## src/rtl/seg7_pkg.sv

```systemverilog
// seg7_pkg: shared constants for the seven-segment IO controller.
// IO register select codes, the active-low hex segment table and
// reset values for the mask registers.
package seg7_pkg;

    typedef enum logic [1:0] {
        SEL_VAL_LO  = 2'd0,
        SEL_VAL_HI  = 2'd1,
        SEL_DP_MASK = 2'd2,
        SEL_EN_MASK = 2'd3
    } io_sel_e;

    // Active-low {dp,g,f,e,d,c,b,a} patterns for hex digits 0..F, dp off.
    localparam logic [7:0] SEG_CODES [16] = '{
        8'hC0, 8'hF9, 8'hA4, 8'hB0, 8'h99, 8'h92, 8'h82, 8'hF8,
        8'h80, 8'h90, 8'h88, 8'h83, 8'hC6, 8'hA1, 8'h86, 8'h8E
    };

    localparam logic [7:0] EN_MASK_RST = 8'hFF;
    localparam logic [7:0] DP_MASK_RST = 8'h00;

endpackage

```

## src/rtl/seg7_io_ctrl_if.sv

```systemverilog
// seg7_io_ctrl_if: CPU IO register port of the seven-segment controller.
// master = CPU side, slave = controller side.
interface seg7_io_ctrl_if;

    logic        io_we;
    logic [1:0]  io_sel;
    logic [23:0] io_wdata;
    logic [23:0] io_rdata;

    modport master (output io_we, output io_sel, output io_wdata, input io_rdata);
    modport slave  (input io_we, input io_sel, input io_wdata, output io_rdata);

endinterface

```

## src/rtl/seg7_decode.sv

```systemverilog
// seg7_decode: nibble + decimal point to active-low segment pattern.
module seg7_decode
    import seg7_pkg::*;
(
    input  logic [3:0] nibble,
    input  logic       dp,
    output logic [7:0] seg_n
);

    // Table lookup, then pull the dp segment low when requested.
    always_comb begin
        seg_n = SEG_CODES[nibble];
        if (dp) seg_n[7] = 1'b0;
    end

endmodule

```

## src/rtl/seg7_io_ctrl.sv

```systemverilog
// seg7_io_ctrl: memory-mapped 8-digit multiplexed seven-segment driver.
// Optional feature macro: LEADING_ZERO_BLANK_EN (blank leading zero digits).
module seg7_io_ctrl
    import seg7_pkg::*;
#(
    parameter int unsigned SCAN_DIV   = 50000,
    parameter int unsigned NUM_DIGITS = 8
) (
    input  logic                 clock,
    input  logic                 reset,
    seg7_io_ctrl_if.slave        io,
    output logic [7:0]           seg_n,
    output logic [7:0]           an_n
);

    localparam int unsigned CNT_W = (SCAN_DIV > 1) ? $clog2(SCAN_DIV) : 1;
    localparam int unsigned IDX_W = $clog2(NUM_DIGITS);

    logic [CNT_W-1:0] cnt;
    logic [IDX_W-1:0] idx;
    logic [IDX_W-1:0] idx_nx;
    logic             wrap;
    logic [31:0]      value;
    logic [7:0]       dp_mask;
    logic [7:0]       en_mask;
    logic [3:0]       nibble;
    logic [7:0]       dec_seg;
    logic             digit_on;
    logic [7:0]       seg_d;
    logic [7:0]       an_d;

    // Output is built from the post-wrap digit index so a wrap shows on the
    // very next output, while register writes show one edge later.
    always_comb begin
        wrap   = (cnt == CNT_W'(SCAN_DIV - 1));
        idx_nx = wrap ? idx + IDX_W'(1) : idx;
        nibble = value[{idx_nx, 2'b00} +: 4];
    end

    seg7_decode u_decode (
        .nibble (nibble),
        .dp     (dp_mask[idx_nx]),
        .seg_n  (dec_seg)
    );

`ifdef LEADING_ZERO_BLANK_EN
    logic [IDX_W-1:0] msn;

    // Locate the most-significant non-zero nibble; digit 0 when value is 0.
    always_comb begin
        msn = '0;
        for (int unsigned i = 0; i < NUM_DIGITS; i++) begin
            if (value[4*i +: 4] != 4'h0) msn = IDX_W'(i);
        end
        digit_on = en_mask[idx_nx] && !((idx_nx > msn) && !dp_mask[idx_nx]);
    end
`else
    // Every enabled digit is shown, leading zeros included.
    always_comb begin
        digit_on = en_mask[idx_nx];
    end
`endif

    // Next segment/anode pattern for the selected digit.
    always_comb begin
        seg_d = digit_on ? dec_seg : 8'hFF;
        an_d  = '1;
        an_d[idx_nx] = ~digit_on;
    end

    // Combinational register readback, zero-extended.
    always_comb begin
        io.io_rdata = '0;
        case (io.io_sel)
            SEL_VAL_LO:  io.io_rdata = value[23:0];
            SEL_VAL_HI:  io.io_rdata[7:0] = value[31:24];
            SEL_DP_MASK: io.io_rdata[7:0] = dp_mask;
            SEL_EN_MASK: io.io_rdata[7:0] = en_mask;
            default:     io.io_rdata = '0;
        endcase
    end

    // Register writes, scan prescaler/index and registered display outputs.
    always_ff @(posedge clock) begin
        if (reset) begin
            value   <= '0;
            dp_mask <= DP_MASK_RST;
            en_mask <= EN_MASK_RST;
            cnt     <= '0;
            idx     <= '0;
            seg_n   <= '1;
            an_n    <= '1;
        end else begin
            if (io.io_we) begin
                case (io.io_sel)
                    SEL_VAL_LO:  value[23:0]  <= io.io_wdata;
                    SEL_VAL_HI:  value[31:24] <= io.io_wdata[7:0];
                    SEL_DP_MASK: dp_mask      <= io.io_wdata[7:0];
                    SEL_EN_MASK: en_mask      <= io.io_wdata[7:0];
                    default:     ;
                endcase
            end
            cnt   <= wrap ? '0 : cnt + CNT_W'(1);
            idx   <= idx_nx;
            seg_n <= seg_d;
            an_n  <= an_d;
        end
    end

endmodule

```

## src/flat_wrapper.sv

```systemverilog
// flat-port wrapper written by rule: the top's interface ports become plain ports
module seg7_io_ctrl_flat import seg7_pkg::*;
#(
    parameter int unsigned SCAN_DIV   = 50000,
    parameter int unsigned NUM_DIGITS = 8
)
  (clock, reset, seg_n, an_n, io_io_we, io_io_sel, io_io_wdata, io_io_rdata);
  seg7_io_ctrl_if io_i ();
  input  logic clock;
  input  logic reset;
  output logic [7:0] seg_n;
  output logic [7:0] an_n;
  input wire logic [$bits(io_i.io_we)-1:0] io_io_we;
  input wire logic [$bits(io_i.io_sel)-1:0] io_io_sel;
  input wire logic [$bits(io_i.io_wdata)-1:0] io_io_wdata;
  output wire logic [$bits(io_i.io_rdata)-1:0] io_io_rdata;
  assign io_i.io_we = io_io_we;
  assign io_i.io_sel = io_io_sel;
  assign io_i.io_wdata = io_io_wdata;
  assign io_io_rdata = io_i.io_rdata;
  seg7_io_ctrl #(.SCAN_DIV(SCAN_DIV), .NUM_DIGITS(NUM_DIGITS)) u_core (.clock(clock), .reset(reset), .io(io_i), .seg_n(seg_n), .an_n(an_n));
endmodule
```

## config.mk

```make
export PLATFORM = sky130hd
export DESIGN_NAME = seg7_io_ctrl_flat
export DESIGN_NICKNAME = d
export VERILOG_FILES = /design/src/rtl/seg7_pkg.sv /design/src/rtl/seg7_io_ctrl_if.sv /design/src/rtl/seg7_decode.sv /design/src/rtl/seg7_io_ctrl.sv /design/src/flat_wrapper.sv
export SDC_FILE = /design/constraint.sdc
export NUM_CORES = 1
export LEC_CHECK = 0
export CORE_MARGIN = 3
export CORE_UTILIZATION = 34
export CTS_BUF_LIST = sky130_fd_sc_hd__clkbuf_16
export DETAILED_ROUTE_END_ITERATION = 8
export MAX_ROUTING_LAYER = met4
export PLACE_DENSITY = 0.54
export SLEW_MARGIN = 20
export SYNTH_ARGS = -nofsm -noshare
export SYNTH_HDL_FRONTEND = slang
export SYNTH_HIERARCHICAL = 1
export SYNTH_SLANG_ARGS = --single-unit
```

## constraint.sdc

```tcl
create_clock -name clock -period 4.4 [get_ports clock]
set_input_delay 0.88 -clock clock [delete_from_list [all_inputs] [get_ports clock]]
set_output_delay 0.88 -clock clock [all_outputs]
set_load 0.01 [all_outputs]
```

; ---- After elaboration in Yosys (flattened, before gate mapping)
; Memory sizes are Yosys's and may differ from the RTL's.
; Index checks and enable logic that the tools add are counted.
[totals]
n_memories = 1
elab_cells = 43
out_inout_bits = 40
input_bits = 29
mem_bits_ro = 128
regBits = 83
[mem_list]
columns = name, depth, word_bits, rd, rd_clocked_by_memory_dff, write_ports, line_no
row1 = (no name shown), 16, 8, 1, 0, 0, seg7_decode.sv:12  ; seg_n = SEG_CODES[nibble];
[op_classes]
n_lt_le_gt_ge = 3
add_sub_neg = 2
shift = 1
mux = 12
bitwise = 4
n_reduce_logical = 8
eq_ne = 4
[op_table]
columns = op, count
row1 = $pmux 8 s4, 1
row2 = $shiftx 32x6->4, 1
row3 = $add 16x1->16 const B, 1
row4 = $eq 16x16->1 const B, 1
row5 = $mux 16, 1
row6 = $mux 8, 2
row7 = $not 8->8, 1
row8 = $or 8x8->8, 1
row9 = $reduce_and 2->1, 4
row10 = $bmux 1 s3, 2
row11 = $ge 5x5->1 const B, 1
row12 = $not 4->5, 1
row13 = $eq 2x2->1 const B, 2
row14 = $lt 3x4->1 const B, 1
row15 = $mux 1, 4
row16 = $reduce_or 2->1, 2
row17 = $add 3x1->3 const B, 1
row18 = $demux 1 s3, 1
row19 = $ge 3x1->1 const B, 1
row20 = $mux 3, 1
row21 = $eq 2x1->1 const B, 1
row22 = $logic_not 2->1, 1
row23 = $logic_and 1x1->1, 1
row24 = $not 1->1, 1

; ---- Logic depth before layout (Yosys ltp)
; Gate-level depths: netlist of run 1.
[depth]
depth_word = 8
ltp_mapped = 14
depth_no_buf = 13

; ---- Cells and area by module
; Netlist of run 1, hierarchy kept.
[modules_own_cells]
columns = module, seq_area_each_um2, cells_each, area_per_inst_um2, n_inst
row1 = seg7_io_ctrl, 1661.6, 396, 3713.6, 1
row2 = seg7_decode, 0.0, 34, 277.8, 1

; ---- Worst setup path after synthesis of run 1
; Ideal clock, no wire load.
[synth_timing]
path_type = register to register
start = reg u_core.cnt[8]
end = reg u_core.seg_n[3]
setup_time_ps = 127
t_arrival_ps = 3677
n_path_buf = 2
period_less_slack_ps = 3804
required_time_ps = 4273
stages_incl_launch_ff = 13
setup_slack_ps = 596
path_cell_list = dfxtp_1 -> nor4bb_4 -> nand4_1 -> xor2_2 -> buf_2 -> buf_4 -> mux2i_1 -> a221oi_1 -> inv_1 -> ha_1 -> inv_1 -> mux4_1 -> or3_1
[synth_via]
elab_chain_cells = 7
word_cells_on_any_way = 11
cone_classes = eq/ne (1) / shift (1) / mux (5) / bitwise (2) / reduce/logical (1) / memory (1)
[synth_rtl]
columns = element, line_no
row1 = "start, declared", seg7_io_ctrl.sv:19  ; logic [CNT_W-1:0] cnt;
row2 = "start signal, assigned", seg7_io_ctrl.sv:103  ; cnt <= wrap ? '0 : cnt + CNT_W'(1);
row3 = $eq 16x16->1, seg7_io_ctrl.sv:35  ; wrap = (cnt == CNT_W'(SCAN_DIV - 1));
row4 = $mux 3, seg7_io_ctrl.sv:36  ; idx_nx = wrap ? idx + IDX_W'(1) : idx;
row5 = $shiftx 32x6->4, seg7_io_ctrl.sv:37  ; nibble = value[{idx_nx, 2'b00} +: 4];
row6 = net u_core.nibble[0], seg7_io_ctrl.sv:26  ; logic [3:0] nibble;
row7 = $not 4->5 (implied by the code), seg7_decode.sv:12
row8 = $mem_v2 16x8, n/a
row9 = $mux 8 (implied by the code) (2 in a row), seg7_decode.sv:12
row10 = net u_core.dec_seg[3], seg7_io_ctrl.sv:27  ; logic [7:0] dec_seg;
row11 = "end signal, assigned", seg7_io_ctrl.sv:105  ; seg_n <= seg_d;
row12 = "end, declared", seg7_io_ctrl.sv:12  ; output logic [7:0] seg_n,
; The timed path passes the listed nets, and every way through them passes these cells. The select of a mux whose other input is x is not followed.
; A chain may end at the register's enable or synchronous reset.

; ---- Final worst setup path of run 1
[layout_timing]
start = reg u_core.cnt[0]
end = reg u_core.seg_n[3]
; The elaborated chain is that of the path after synthesis.

==> flow_metrics.py, run 1 <==
metrics = {
    "sta": {
        "hold_violations": 0,
        "finalSetupViolCount": 0,
        "drv_slew": 0,
        "finalSetupTns_ps": 0,
        "max_freq_mhz": 253,
        "rsz0062_at_grt": "false",
        "fin_crit_sh": 0.897,
        "worst_pin_slew_ps": 888,
        "final.setup_skew_ps": 5.34,
        "period_minus_slack_ps": 3950,
        "relSlewSlack": 0.408,
    },
    "synth": {
        "ys_seq_area_frac": 0.416,
        "avgSynthCellArea_sq_um": 9.28,
        "synth_seq_cells": 83,
        "synth_cells": 430,
        "synth_nets": 468,
        "synth-main-ff-cell": "dfxtp_1",
        "synth_top_cell_by_area": "dfxtp_1",
        "synth_edf_count": 0,
        "yosysTopAreaCellShare": 0.416,
        "netlist_area_sq_mm": 0.00399,
        "ys_warn_count": 6,
        "synth_top_cells_by_area": "dfxtp_1 42%, mux2i_1 7.3%, nand2_1 7.2%",
        "synth_cell_type_count": 45,
        "async_flop_share": 0,
    },
    "grt": {
        "grt_max_degree": 63,
        "grt_pass1_vias": 3187,
        "grt_usage": 0.172,
        "grt_pass1_wl_mm": 17.0,
        "overflow": 0,
        "antenna_found_initial": 0,
    },
    "cells_and_area": {
        "fin_nets": 531,
        "layout-drive-gt1-share": 0.100,
        "insertedDiodeCount": 0,
        "fin_area_sq_mm": 0.00508,
        "syn_to_final_growth_pct": 27.3,
    },
    "placement": {
        "hpwl_mm": 7.74,
        "placed_area_sq_mm": 0.00479,
        "gp_congestion": 0.816,
        "port_buffers": 68,
    },
    "cts": {
        "cts-buffers-inserted": 9,
        "cts_tree": "built",
        "clkTransAtPathRegs_ps": 60,
        "clkSinkCount": 83,
        "clockBufferDepth": 2,
        "holdBufCountCts": 0,
        "post_cts_buffers": 0,
        "clock-root-buffer": "clkbuf_16",
        "clk_latency_ps": 330,
        "cts_max_level": 3,
        "cts-resized-gates": 0,
    },
    "setup_path": {
        "criticalPathCategory": "reg2reg",
        "worstPathArrival_ps": 4160,
        "critical_path_required_ps": 4610,
        "setup.worst_path.end_class": "flop",
        "cp-start-kind": "flop",
        "worstPathMaxFanout": 7,
    },
    "pwr": {
        "leakagePower_nw": 2.10,
        "power_density_mw_per_mm2": 335,
        "vdd_drop_max_uv": 142,
    },
    "die": {
        "dieHeight_um": 114,
        "ioPinCount": 69,
        "die-area_sq_mm": 0.0131,
        "die_x_um": 114,
        "core-area_sq_mm": 0.0112,
        "start_util": 0.357,
        "rows": 38,
    },
    "routing": {
        "num_vias": 3212,
        "firstDrtPassIters": 4,
        "wire_per_inst_um": 16.3,
        "drtIter0Drc": 163,
        "drc": 0,
        "detail-route-antenna-nets": 0,
        "viasPerCell": 5.03,
        "routed_wl_mm": 10.4,
    },
    "outcome": {
        "status": "finished, final reports clean",
    },
    "flow_run": {
        "cap_violations": 0,
    },
    "worst_hold_path": {
        "hp-class": "reg2reg",
    },
}
synthesized netlist by cell type, types with 2 or more instances:
| library cell | n |
|---|---|
| dfxtp_1 | 83 |
| nand2_1 | 77 |
| nor2_1 | 41 |
| mux2i_1 | 29 |
| a21oi_1 | 26 |
| and2_1 | 20 |
| nand3_1 | 17 |
| clkbuf_1 | 16 |
| mux2_2 | 10 |
| nand3b_1 | 10 |
| ha_1 | 9 |
| or3_1 | 9 |
| and3_1 | 8 |
| mux4_2 | 8 |
| inv_1 | 7 |
| xnor2_1 | 7 |
| xor2_1 | 7 |
| o22ai_1 | 6 |
| a221oi_1 | 4 |
| buf_2 | 3 |
| nand2b_1 | 3 |
| and4_1 | 2 |
| buf_1 | 2 |
| nand4_1 | 2 |
| nor2b_1 | 2 |
| nor4bb_4 | 2 |
| o21ai_0 | 2 |
critical path, cell delays in order, from the launching register on:
cell	delay, ps
dfxtp_1	350
ha_1	200
and3_1	270
nand4_4	180
xor2_1	500
nor2_1	210
a221oi_1	650
inv_1	250
ha_1	340
inv_1	50
mux4_1	470
or3_1	360
registers in the layout (all words and copies together) (netlist names):
| signal | count |
|---|---|
| u_core/dp_mask | 8 |
| u_core/en_mask | 8 |
| u_core/value | 32 |
| u_core/idx | 3 |
| u_core/an_n | 8 |
| u_core/cnt | 16 |
| u_core/seg_n | 8 |
stage by stage:
stage | util | hold WS, ps | setup slack (ps) | power (W) | instances
finish | 0.455 | 452 | 453 | 0.00170 | 638
global route | 0.455 | 488 | 65.0 | 0.00176 | 638
CTS | 0.455 | 449 | 441 | 0.00172 | 638
detailed placement | 0.429 | 440 | 453 | 0.000983 | 622
global placement | 0.429 | 422 | 607 | 0.000983 | 622
floorplan | - | 413 | 596 | 0.000896 | 430
cell usage in the layout (no fill, tap or decap), types with 3 or more instances in the layout:
cell type,netlist,final
a21oi_1,26,26
a221oi_1,4,4
and2_1,20,20
and3_1,8,8
buf_4,1,7
clkbuf_16,0,9
clkdlybuf4s50_1,0,67
dfxtp_1,83,83
ha_1,9,9
inv_1,7,9
mux2_2,10,10
mux2i_1,29,29
mux4_2,8,8
nand2_1,77,77
nand2b_1,3,3
nand3_1,17,17
nand3b_1,10,10
nor2_1,41,41
o22ai_1,6,6
or3_1,9,9
xnor2_1,7,7
xor2_1,7,7
final cells by class:
type,instances,area (sq um)
Inverter,7,26.3
Tap cell,140,175
Fill cell,1066,6090
Clock inverter,7,61.3
Clock buffer,9,225
Sequential cell,83,1660
Timing Repair Buffer,75,728
Multi-Input combinational cell,317,2200
power breakdown:
| group | total, W | switching, W | internal, W | leakage (nW) |
|---|---|---|---|---|
| logic | 0.000171 | 0.0000812 | 0.0000898 | 1.28 |
| registers | 0.000795 | 0.0000187 | 0.000777 | 0.676 |
| clock network | 0.000735 | 0.000302 | 0.000433 | 0.141 |
| total | 0.00170 | 0.000402 | 0.00130 | 2.10 |
cells by family (layout without fill, tap and decap cells):
family / after synthesis / count (layout) / share of synthesized area
adder cells (fa/ha/maj): 9 / 9 / 0.0282
XOR/XNOR: 16 / 16 / 0.0389
multiplexers: 50 / 50 / 0.162
AO/OA/AOI/OAI: 44 / 44 / 0.0683
flip-flops: 83 / 83 / 0.416
buffers and inverters: 30 / 98 / 0.0320
AND/OR/NAND/NOR: 198 / 198 / 0.254
metal layers:
layer	vias to the layer above	wire length [um]	track usage
met1	1509	4970	0.238
met5	-	0	-
met4	0	111	0.0396
met2	90	4730	0.255
met3	11	619	0.0412
li1	1602	-	-
final timing paths:
path / endpoint / cells after the start / startpoint / slack (ps)
worst max-delay path: u_core/seg_n[3] / 11 / u_core/cnt[0] / 450
worst min-delay path: u_core/cnt[0] / 1 / u_core/cnt[0] / 450
worst max register to register: u_core/seg_n[3] / 11 / u_core/cnt[0] / 450
worst min register to register: u_core/cnt[0] / 1 / u_core/cnt[0] / 450
Power figures use the tool's default switching activity.
==> run 2: changes to the inputs <==
==> constraint.sdc (replaced) <==
create_clock -name clock -period 4.15 [get_ports clock]
set_input_delay 0.83 -clock clock [delete_from_list [all_inputs] [get_ports clock]]
set_output_delay 0.83 -clock clock [all_outputs]
set_load 0.01 [all_outputs]
==> run 2 against run 1 <==
Die area did not move. Count of clock-buffer cells in the layout unchanged. Sequential share of layout area barely moved. Via count rose by 0.56%. Combinational power increased by 8%. Largest power group unchanged. Core utilization about the same. Global-route usage is 0.38 points lower. Wire length decreased by 0.60%. Worst hold slack got worse by 8.8 ps.
==> flow_metrics.py, run 2 (synthesized netlist as in run 1, its figures left out) <==
metrics = {
    "cts": {
        "cts_tree": "built",
        "post_cts_buffers": 0,
        "clk_latency_ps": 330,
        "clock-root-buffer": "clkbuf_16",
        "cts_max_level": 3,
        "clkTransAtPathRegs_ps": 60,
        "cts-resized-gates": 0,
        "cts-buffers-inserted": 9,
        "clockBufferDepth": 2,
        "clkSinkCount": 83,
        "holdBufCountCts": 0,
    },
    "die": {
        "core-area_sq_mm": 0.0112,
        "ioPinCount": 69,
        "rows": 38,
        "die_x_um": 114,
        "dieHeight_um": 114,
        "die-area_sq_mm": 0.0131,
        "start_util": 0.357,
    },
    "sta": {
        "worst_pin_slew_ps": 934,
        "fin_crit_sh": 0.849,
        "hold_violations": 0,
        "period_minus_slack_ps": 3520,
        "max_freq_mhz": 284,
        "drv_slew": 0,
        "finalSetupTns_ps": 0,
        "final.setup_skew_ps": 3.85,
        "finalSetupViolCount": 0,
        "relSlewSlack": 0.376,
        "rsz0062_at_grt": "false",
        "timing.final.ws_setup_ps": 628,
    },
    "setup_path": {
        "r2r_start": "u_core/cnt[7]",
        "setup.worst_path.end_class": "output pin",
        "reg2reg_slack_ps": 750,
        "worstPathArrival_ps": 2690,
        "cp_common_cell": "clkdlybuf4s50_1",
        "worstPathMaxFanout": 18,
        "reg2reg_depth": 11,
        "criticalPathCategory": "in2out",
        "critical_path_required_ps": 3320,
        "cp-start-kind": "input port",
        "crit_chain": "clkdlybuf4s50_1 -> nor2_1 -> buf_4 -> and2_1 -> clkdlybuf4s50_1",
        "cp_slowest_cell": "clkdlybuf4s50_1",
        "r2r-end": "u_core/seg_n[3]",
        "max_stage_delay_ps": 710,
    },
    "cells_and_area": {
        "fin_area_sq_mm": 0.00508,
        "reg_top3": "u_core/value: 32 flops, u_core/cnt: 16 flops",
        "fin_nets": 535,
        "final_cell_mix": "83 x dfxtp_1, 77 x nand2_1, 67 x clkdlybuf4s50_1",
        "utilization": 0.455,
        "largest_reg_flops": 32,
        "insertedDiodeCount": 0,
        "layout-drive-gt1-share": 0.108,
        "final_common_cell": "dfxtp_1",
        "top_register": "u_core/value",
        "syn_to_final_growth_pct": 27.4,
    },
    "flow_run": {
        "cap_violations": 0,
    },
    "pwr": {
        "leakagePower_nw": 2.10,
        "internal_power_w": 0.00132,
        "sequentialPowerShare": 0.488,
        "pwr-share-comb": 0.106,
        "vdd_drop_max_uv": 214,
        "switchingPower_w": 0.000409,
        "swShare": 0.237,
        "power_density_mw_per_mm2": 339,
        "pwr-share-clk": 0.405,
        "p_total_w": 0.00173,
    },
    "placement": {
        "hpwl_mm": 7.71,
        "placed_area_sq_mm": 0.00482,
        "gp_congestion": 0.832,
        "place_ws_ps": 617,
        "port_buffers": 68,
    },
    "routing": {
        "routed_wl_mm": 10.4,
        "detail-route-antenna-nets": 0,
        "viasPerCell": 5.03,
        "num_vias": 3230,
        "drtIter0Drc": 117,
        "firstDrtPassIters": 6,
        "drc": 0,
        "wire_per_inst_um": 16.1,
    },
    "grt": {
        "grt_usage": 0.168,
        "overflow": 0,
        "grt_pass1_vias": 3123,
        "antenna_found_initial": 0,
        "grt_pass1_wl_mm": 16.7,
        "grt_max_degree": 62,
    },
    "worst_hold_path": {
        "worstHoldPathCells": 1,
        "holdCritStartpoint": "u_core/cnt[0]",
        "min_to": "u_core/cnt[0]",
        "hp-class": "reg2reg",
    },
    "outcome": {
        "status": "finished, final reports clean",
    },
}
-- run 2: cell types whose count changed in the layout (fill, tap and decap cells not counted) --
cell	change
buf_4	+4
bufinv_16	-1
clkinv_1	+1
clkinv_2	+1
inv_1	-1
-- run 2: routing by layer --
metal	vias up	global-route usage	share of wire
met5	-	-	0
li1	1619	-	-
met3	11	0.0381	0.048
met2	76	0.240	0.45
met4	0	0.0475	0.014
met1	1524	0.238	0.49
-- run 2: stage by stage --
stage                     cells  hold WS, ps
after global placement      626          423
after detailed placement    626          435
final                       642          443
after global routing        642          464
after CTS                   642          443
after floorplan             430          413
-- run 2: worst max-delay path by stage --
stage | from | endpoint | slack, ps
final | io_io_sel[1] | io_io_rdata[8] | 630
after global routing | u_core/cnt[8] | u_core/seg_n[3] | 410
after CTS | io_io_sel[1] | io_io_rdata[10] | 630
after detailed placement | io_io_sel[1] | io_io_rdata[10] | 620
after global placement | io_io_sel[1] | io_io_rdata[8] | 620
after floorplan | u_core/cnt[8] | u_core/seg_n[3] | 350
-- run 2: area by class of cell --
class | instances | area (sq um)
inverters | 7 | 26.3
clock inverters | 7 | 36.3
fillers | 1073 | 6090
well taps | 140 | 175
multi-input cells | 317 | 2200
repair buffers | 79 | 758
clock buffers | 9 | 225
flip-flops and latches | 83 | 1660
-- run 2: power by group through the flow --
stage	combinational [W]	clock (W)	sequential, W
4_1_cts	0.000185	0.000724	0.000843
3_5_place_dp	0.000184	0	0.000860
5_1_grt	0.000201	0.000758	0.000845
3_3_place_gp	0.000183	0	0.000861
2_1_floorplan	0.0000941	0	0.000856
6_report	0.000184	0.000699	0.000842
-- run 2: critical path, delay by kind of cell --
kind / cells / cell delay, ps
buf+inv: 3 / 1480
simple gates: 2 / 380
